File: src/rtl/capture_pkg.sv
// Shared definitions for the sample capture path: sample width, header tag,
// readout FSM states and the flattened-buffer slice helper.
package capture_pkg;

  localparam int SAMPLE_BITS = 8;
  localparam logic [3:0] HEADER_TAG_DEFAULT = 4'hC;

  typedef enum logic [1:0] {
    IDLE = 2'd0,
    HDR  = 2'd1,
    DATA = 2'd2,
    FIN  = 2'd3
  } rd_state_t;

  // Bit offset of sample k of channel ch in a flattened buffer vector.
  function automatic int buf_bit_offset(input int ch, input int k, input int samples);
    return (ch * samples + k) * SAMPLE_BITS;
  endfunction

endpackage

File: src/rtl/next_channel_sel.sv
// Combinational search for the lowest set mask bit strictly above cur_ch,
// or the lowest set bit overall when first is asserted.
module next_channel_sel #(
  parameter int NUM_CHANNELS = 7
) (
  input  logic [NUM_CHANNELS-1:0] mask,
  input  logic [3:0]              cur_ch,
  input  logic                    first,
  output logic [3:0]              next_ch,
  output logic                    found
);

  // Scan downward so the lowest qualifying channel is the last one written.
  always_comb begin
    next_ch = '0;
    found   = 1'b0;
    for (int i = NUM_CHANNELS - 1; i >= 0; i--) begin
      if (mask[i] && (first || (i > int'(cur_ch)))) begin
        next_ch = 4'(i);
        found   = 1'b1;
      end
    end
  end

endmodule

File: src/rtl/sample_buffer_reader.sv
// Readout end of the capture path: snapshots all channel buffers on start and
// streams each enabled channel as a header byte plus its samples, oldest first.
module sample_buffer_reader
  import capture_pkg::*;
#(
  parameter int         NUM_CHANNELS = 7,
  parameter int         SAMPLES      = 10,
  parameter logic [3:0] HEADER_TAG   = HEADER_TAG_DEFAULT
) (
  input  logic                                    clk,
  input  logic                                    reset,
  input  logic                                    start,
  input  logic [NUM_CHANNELS-1:0]                 ch_mask,
  input  logic [NUM_CHANNELS*SAMPLES*SAMPLE_BITS-1:0] buf_in,
  output logic [7:0]                              out_data,
  output logic                                    out_valid,
  input  logic                                    out_ready,
  output logic                                    out_last,
  output logic                                    busy,
  output logic                                    done
);

  localparam int IDX_W = (SAMPLES > 1) ? $clog2(SAMPLES) : 1;
  localparam int BUF_W = NUM_CHANNELS * SAMPLES * SAMPLE_BITS;
  localparam logic [IDX_W-1:0] IDX_LAST = IDX_W'(SAMPLES - 1);

  rd_state_t               state_q, state_d;
  logic [3:0]              ch_q, ch_d;
  logic [IDX_W-1:0]        idx_q, idx_d;
  logic [NUM_CHANNELS-1:0] mask_q;
  logic [BUF_W-1:0]        snap_q;

  logic [NUM_CHANNELS-1:0] sel_mask;
  logic [3:0]              nxt_ch;
  logic                    nxt_found;
  logic                    idx_at_last;
  logic                    capture;

  // In IDLE the search runs on the live mask so the first header is ready
  // the cycle after start; afterwards it runs on the frozen mask.
  assign sel_mask    = (state_q == IDLE) ? ch_mask : mask_q;
  assign idx_at_last = (idx_q == IDX_LAST);
  assign capture     = (state_q == IDLE) && start;

  next_channel_sel #(
    .NUM_CHANNELS(NUM_CHANNELS)
  ) u_sel (
    .mask   (sel_mask),
    .cur_ch (ch_q),
    .first  (state_q == IDLE),
    .next_ch(nxt_ch),
    .found  (nxt_found)
  );

  always_ff @(posedge clk) begin
    if (reset) begin
      state_q <= IDLE;
      ch_q    <= '0;
      idx_q   <= '0;
      mask_q  <= '0;
      snap_q  <= '0;
    end else begin
      state_q <= state_d;
      ch_q    <= ch_d;
      idx_q   <= idx_d;
      if (capture) begin
        mask_q <= ch_mask;
        snap_q <= buf_in;
      end
    end
  end

  // Outputs decode only registered state, so out_ready never reaches out_valid.
  always_comb begin
    state_d   = state_q;
    ch_d      = ch_q;
    idx_d     = idx_q;
    out_valid = 1'b0;
    out_data  = '0;
    out_last  = 1'b0;
    busy      = 1'b0;
    done      = 1'b0;
    case (state_q)
      IDLE: begin
        if (start) begin
          if (nxt_found) begin
            state_d = HDR;
            ch_d    = nxt_ch;
          end else begin
            state_d = FIN;
          end
        end
      end
      HDR: begin
        out_valid = 1'b1;
        busy      = 1'b1;
        out_data  = {HEADER_TAG, ch_q};
        if (out_ready) begin
          state_d = DATA;
          idx_d   = '0;
        end
      end
      DATA: begin
        out_valid = 1'b1;
        busy      = 1'b1;
        out_data  = snap_q[buf_bit_offset(int'(ch_q), int'(idx_q), SAMPLES) +: SAMPLE_BITS];
        out_last  = idx_at_last && !nxt_found;
        if (out_ready) begin
          if (!idx_at_last) begin
            idx_d = idx_q + IDX_W'(1);
          end else if (nxt_found) begin
            state_d = HDR;
            ch_d    = nxt_ch;
          end else begin
            state_d = FIN;
          end
        end
      end
      FIN: begin
        done    = 1'b1;
        state_d = IDLE;
      end
      default: state_d = IDLE;
    endcase
  end

endmodule

File: config.mk
export PLATFORM = sky130hd
export DESIGN_NAME = sample_buffer_reader
export DESIGN_NICKNAME = d
export VERILOG_FILES = /design/src/rtl/capture_pkg.sv /design/src/rtl/next_channel_sel.sv /design/src/rtl/sample_buffer_reader.sv
export SDC_FILE = /design/constraint.sdc
export NUM_CORES = 1
export LEC_CHECK = 0
export BUFFER_PORTS_ARGS = -buffer_cell sky130_fd_sc_hd__buf_2
export CAP_MARGIN = 15
export CORE_MARGIN = 2
export CORE_UTILIZATION = 43
export CTS_BUF_LIST = sky130_fd_sc_hd__clkbuf_8
export DETAILED_ROUTE_END_ITERATION = 7
export HOLD_SLACK_MARGIN = 0.12
export MAX_ROUTING_LAYER = met4
export PLACE_DENSITY = 0.77
export SYNTH_ARGS = -nofsm -noshare
export SYNTH_HDL_FRONTEND = slang
export SYNTH_SLANG_ARGS = --single-unit
File: constraint.sdc
create_clock -name clk -period 3.2 [get_ports clk]
set_input_delay 0.32 -clock clk [delete_from_list [all_inputs] [get_ports clk]]
set_output_delay 0.32 -clock clk [all_outputs]
set_load 0.01 [all_outputs]
==> impl_metrics.ini, run 1 <==
[run_status]
status = finished with violations
violations = DRC, setup timing

[worst_setup_path]
r2r-start = state_q[0]$_SDFFE_PP0P_
crit_arrival_ns = 3.65
slowest_delay_ns = 0.90
endpoint_kind = output pin
crit_buf_inv = 4
crit_fanout = 8
start_kind = flop
crit_top_cell = buf_12
cp_top_family = adder cells
path_class = flop to output pin
worstSetupStartpoint = ch_q[0]$_SDFFE_PP0P_
rrSetupSlack_ns = 0.20
crit_path_top_delay_cell = fa_4
reg2reg_depth = 8
reg2reg_to = snap_q[157]$_SDFFE_PP0P_
crit_chain = ha_4, fa_4, buf_12, nor2_4, buf_12, a22oi_2, nand3_1, o211ai_1, o2111ai_2, a211oi_2, buf_4, buf_6
critPathRequiredTime_ns = 2.88

[logic_synthesis]
ys_async_sr_fraction = 0
ys_seq_area_frac = 0.4585
synth_top_area_cell = dfxtp_1
synth_most_common_cell = nand2_1
synth_adder_area_share = 0.007276
yosysWarnings = 0
synth-compound-area-share = 0.1465
synth_nets = 3624
synth_top_family_by_area = simple AND/OR/NAND/NOR gates
yosysTopAreaCellShare = 0.4585
muxShareOfSynthArea = 0.1377
syn_area_per_cell_um2 = 8.261
synth_area_um2 = 25110
synth-seq-cells = 575
synth_xor_area_frac = 0.003488
synthFlopType = dfxtp_1
synthTopCellsByArea = dfxtp_1 46%, nand2_1 17%, a21oi_1 12%, mux4_2 6.5%, mux2i_1 4.9%
synth_common_cells = 1167 x nand2_1, 600 x a21oi_1, 575 x dfxtp_1, 145 x clkbuf_1, 124 x mux2i_1
synth_simple_gate_area_frac = 0.1962
netlist-cell-type-count = 61
syn_inst = 3039
synth-edff-count = 0

[cts]
clk-insertion-delay-late_ns = 0.73
cts_buffers = 94
cts_tree = done
htreeDepth = 3
root_buffer = clkbuf_8
clock-sinks = 575
clkTransAtPathRegs_ns = 0.07
clockBufferDepth = 3

[min_path]
min-delay-start = start
min_path_type = input pin to flop
min_to = snap_q[495]$_SDFFE_PP0P_
hold_depth = 4

[run]
drv_cap = 0

[power_and_ir_drop]
peakVddDrop_mv = 0.3600
p_total_mw = 28.14
p_leak_nw = 15.59
power_density_nw_per_um2 = 734.0

[timing]
maxSlewViolCount = 0
rsz0062_at_grt = true
worst_pin_slew_ns = 0.7634
setup_viol = 8
worst_slack_ns = -0.7728
min_period_over_period = 1.242
holdWs_ns = 0.2009
skew_ns = 0.05473
slew_headroom = 0.4911
hold_viol_final = 0
fin_crit_ns = 3.973
max_freq_mhz = 251.7

[placement]
place_ws_ns = -0.1573
hpwlAfterDp_um = 66500
place_congestion = 0.9292
io_buffers = 582

[detailed_routing]
wirelength_um = 123800
first_iter_violations = 3731
drtPass1Iterations = 8
drc = 1
ant_nets = 0
viasPerCell = 5.824
num_vias = 29950
wl_per_cell_um = 24.08

[floorplanning]
die_h_um = 245.6
die_w_um = 245.6
rows = 88
ioPinCount = 583
initial_core_util = 0.4352
dieArea_um2 = 60340
core_area_um2 = 57700

[global_route]
grt_use_total = 0.4202
grt_overflow = 0
antenna_found_initial = 34
grt_max_degree = 120
grt_pass1_wl_um = 184400
grt_pass1_vias = 30510

[cells_and_area]
nets = 4853
syn2layout_area_growth_pct = 52.72
layout-drive-gt1-share = 0.2342
-- logic make-up (layout without fill, tap and decap cells) --
kind of cell / after synthesis / after routing
AOI/OAI and AO/OA: 691 / 691
muxes: 220 / 220
buffers and inverters: 257 / 1556
and+or+nand+nor: 1272 / 1273
xor gates and xnor gates: 10 / 10
other: 0 / 38
DFF: 575 / 575
adders and majority gates: 14 / 14
-- tightest hold or removal path: cells and delay by family --
family                 cells  cell delay (ns)
AND/OR/NAND/NOR            2             0.35
buffers and inverters      1             0.14
AO/OA/AOI/OAI              1             0.05
-- routing by layer --
metal,global-route usage,vias up,routed length [µm]
met2,0.6262,2357,56010
li1,-,12790,-
met5,-,-,0
met4,0.2811,0,9890
met3,0.1462,766,12980
met1,0.4762,14040,44920
-- timing repair --
action,in CTS,in global routing
gates resized for setup,91,26
buffers inserted,21,1
endpoints found under the hold margin,574,0
hold buffers,647,0
setup endpoints to repair,9,9
gates cloned,2,0
pin swaps,32,19
-- flip-flops by register name (all words and copies together) (netlist names) --
signal,cells
idx_q,4
ch_q,3
snap_q,560
mask_q,6
state_q,2
-- final cells by class --
type	count	area, µm²
clock inverters	52	294.0
diodes	38	95.09
repair buffers	1376	10990
fillers	4002	19350
flip-flops and latches	575	11520
well taps	765	957.2
multi-input cells	2208	12850
inverters	13	48.80
clock buffers	115	1583
-- through the flow --
stage,setup TNS (ns),util,cells,instance area [µm²]
2_1_floorplan,0,-,3039,25110
3_3_place_gp,-0.4282,0.5057,4270,29180
3_5_place_dp,-0.6188,0.5057,4270,29180
4_1_cts,-6.126,0.6610,5104,38140
5_1_grt,-6.218,0.6643,5137,38330
6_report,-5.413,0.6646,5142,38340
-- worst max path at each step --
stage / to / slack, ns / cells past startpoint
after floorplan: out_data[5] / 0.24 / 8
final: out_data[0] / -0.77 / 12
after global routing: out_data[0] / -0.85 / 12
after global placement: out_data[6] / -0.14 / 10
after CTS: out_data[0] / -0.83 / 12
after detailed placement: out_data[6] / -0.16 / 10
-- power breakdown --
part	switching, mW	leakage, nW	internal (mW)
clock network	3.16	1.11	3.41
registers	0.816	4.71	8.41
logic	7.19	9.77	5.16
total	11.2	15.6	17.0
-- placed cells by master (no fill, tap or decap), types with 6 or more instances in the layout --
cell,Yosys,routed
a21oi_1,600,592
a21oi_2,0,6
a22oi_1,28,17
a22oi_2,0,11
buf_12,1,32
buf_2,67,573
buf_4,5,106
buf_6,16,15
clkbuf_8,2,115
dfxtp_1,575,572
diode_2,0,38
dlygate4sd3_1,0,647
ha_1,13,9
inv_1,13,53
mux2i_1,124,122
mux4_1,19,17
mux4_2,73,75
nand2_1,1167,1163
nand3_1,38,27
nand3_2,0,10
nor2_1,34,29
o211ai_1,16,16
o21ai_0,10,7
xor2_1,7,6
(Power assumes the default switching activity.)
==> run 2: changes to the inputs <==
BUFFER_PORTS_ARGS = -buffer_cell sky130_fd_sc_hd__buf_4   (was -buffer_cell sky130_fd_sc_hd__buf_2)
==> impl_metrics.ini, run 2 (synthesized netlist as in run 1, its figures left out) <==
[worst_setup_path]
crit_fanout = 15
endpoint_kind = output pin
path_class = flop to output pin
reg2reg_depth = 8
start_kind = flop
worstSetupStartpoint = ch_q[0]$_SDFFE_PP0P_
critPathRequiredTime_ns = 2.88
crit_arrival_ns = 3.64
r2r-start = state_q[0]$_SDFFE_PP0P_

[timing]
skew_ns = 0.02854
max_freq_mhz = 252.6
worst_pin_slew_ns = 0.8008
holdWs_ns = 0.2027
worst_slack_ns = -0.7591
hold_viol_final = 0
min_period_over_period = 1.237
maxSlewViolCount = 0
fin_crit_ns = 3.959
rsz0062_at_grt = true
setup_viol = 8
slew_headroom = 0.4508

[floorplanning]
ioPinCount = 583
die_h_um = 245.6
dieArea_um2 = 60340
initial_core_util = 0.4352
die_w_um = 245.6
rows = 88
core_area_um2 = 57700

[power_and_ir_drop]
p_leak_nw = 15.92
p_total_mw = 28.23
power_density_nw_per_um2 = 713.2
peakVddDrop_mv = 0.5489

[cts]
root_buffer = clkbuf_8
clkTransAtPathRegs_ns = 0.07
cts_buffers = 94
clockBufferDepth = 3
clk-insertion-delay-late_ns = 0.72
htreeDepth = 3
cts_tree = done
clock-sinks = 575

[detailed_routing]
drtPass1Iterations = 6
wl_per_cell_um = 23.29
wirelength_um = 119000
drc = 0
ant_nets = 0
first_iter_violations = 3134
viasPerCell = 5.723
num_vias = 29240

[cells_and_area]
syn2layout_area_growth_pct = 57.66
nets = 4830
top_register = snap_q
largest_reg_flops = 560
layout-drive-gt1-share = 0.2302
reg_top3 = snap_q: 560 flops, mask_q: 6 flops, idx_q: 4 flops
mostFrequentLayoutCells = 1164 x nand2_1, 653 x buf_4, 648 x dlygate4sd3_1, 597 x a21oi_1, 572 x dfxtp_1
layout.cells.non_filler = 5109
final_common_cell = nand2_1

[global_route]
grt_overflow = 0
grt_pass1_wl_um = 174700
grt_use_total = 0.3919
grt_max_degree = 133
grt_pass1_vias = 29660
antenna_found_initial = 20

[placement]
place_inst = 4254
hpwlAfterDp_um = 67280
place_ws_ns = -0.2179
place_congestion = 0.9750
io_buffers = 582

[min_path]
min_path_type = input pin to flop
hold_depth = 4
min-delay-start = start

[run_status]
status = finished with violations
violations = setup timing

[run]
drv_cap = 0
[run 2: where the power goes]
part	internal [mW]	total (mW)	switching, mW	leakage (nW)
clock network	3.68	6.91	3.22	1.08
logic	5.13	12.1	6.98	10.1
registers	8.41	9.22	0.809	4.71
[run 2: worst paths after layout]
kind | end | slack, ns
worst max-delay path | out_data[5] | -0.76
worst min register to register | snap_q[256]$_SDFFE_PP0P_ | 0.45
worst min-delay path | snap_q[380]$_SDFFE_PP0P_ | 0.20
worst max register to register | snap_q[303]$_SDFFE_PP0P_ | 0.49
[run 2: critical path, cell delays in order (launching register included)]
cell      delay, ns
dfxtp_2        0.34
ha_4           0.16
fa_4           0.83
buf_12         0.13
buf_12         0.14
mux4_2         0.30
mux4_2         0.55
o221ai_2       0.18
o22ai_1        0.11
buf_4          0.18
[run 2: metal layers]
metal | part of all wire | global-route usage
met1 | 0.37 | 0.4589
met2 | 0.46 | 0.6101
met3 | 0.094 | 0.08360
met4 | 0.072 | 0.2544
met5 | 0 | -
[run 2: area by class of cell]
type | count | area (µm²)
Multi-Input combinational cell | 2207 | 12720
Timing Repair Buffer | 1354 | 12300
Fill cell | 3995 | 18110
Clock inverter | 45 | 357.8
Tap cell | 765 | 957.2
Inverter | 13 | 48.80
Clock buffer | 116 | 1597
Antenna cell | 34 | 85.08
Sequential cell | 575 | 11520
[run 2: per-stage QoR]
step | area (µm²) | util | TNS (ns)
floorplan | 25110 | - | 0
global placement | 30520 | 0.5290 | -0.2210
detailed placement | 30520 | 0.5290 | -0.5996
CTS | 39390 | 0.6828 | -5.588
global route | 39560 | 0.6857 | -6.244
finish | 39580 | 0.6861 | -5.520
[run 2: what timing repair did]
item                                    CTS  global route
hold buffers                            648             0
pin swaps                                34             8
gates cloned                              1             0
setup buffers                            10             1
endpoints found under the setup margin    9             8
resized for setup                        69            20
endpoints found under the hold margin   574             0
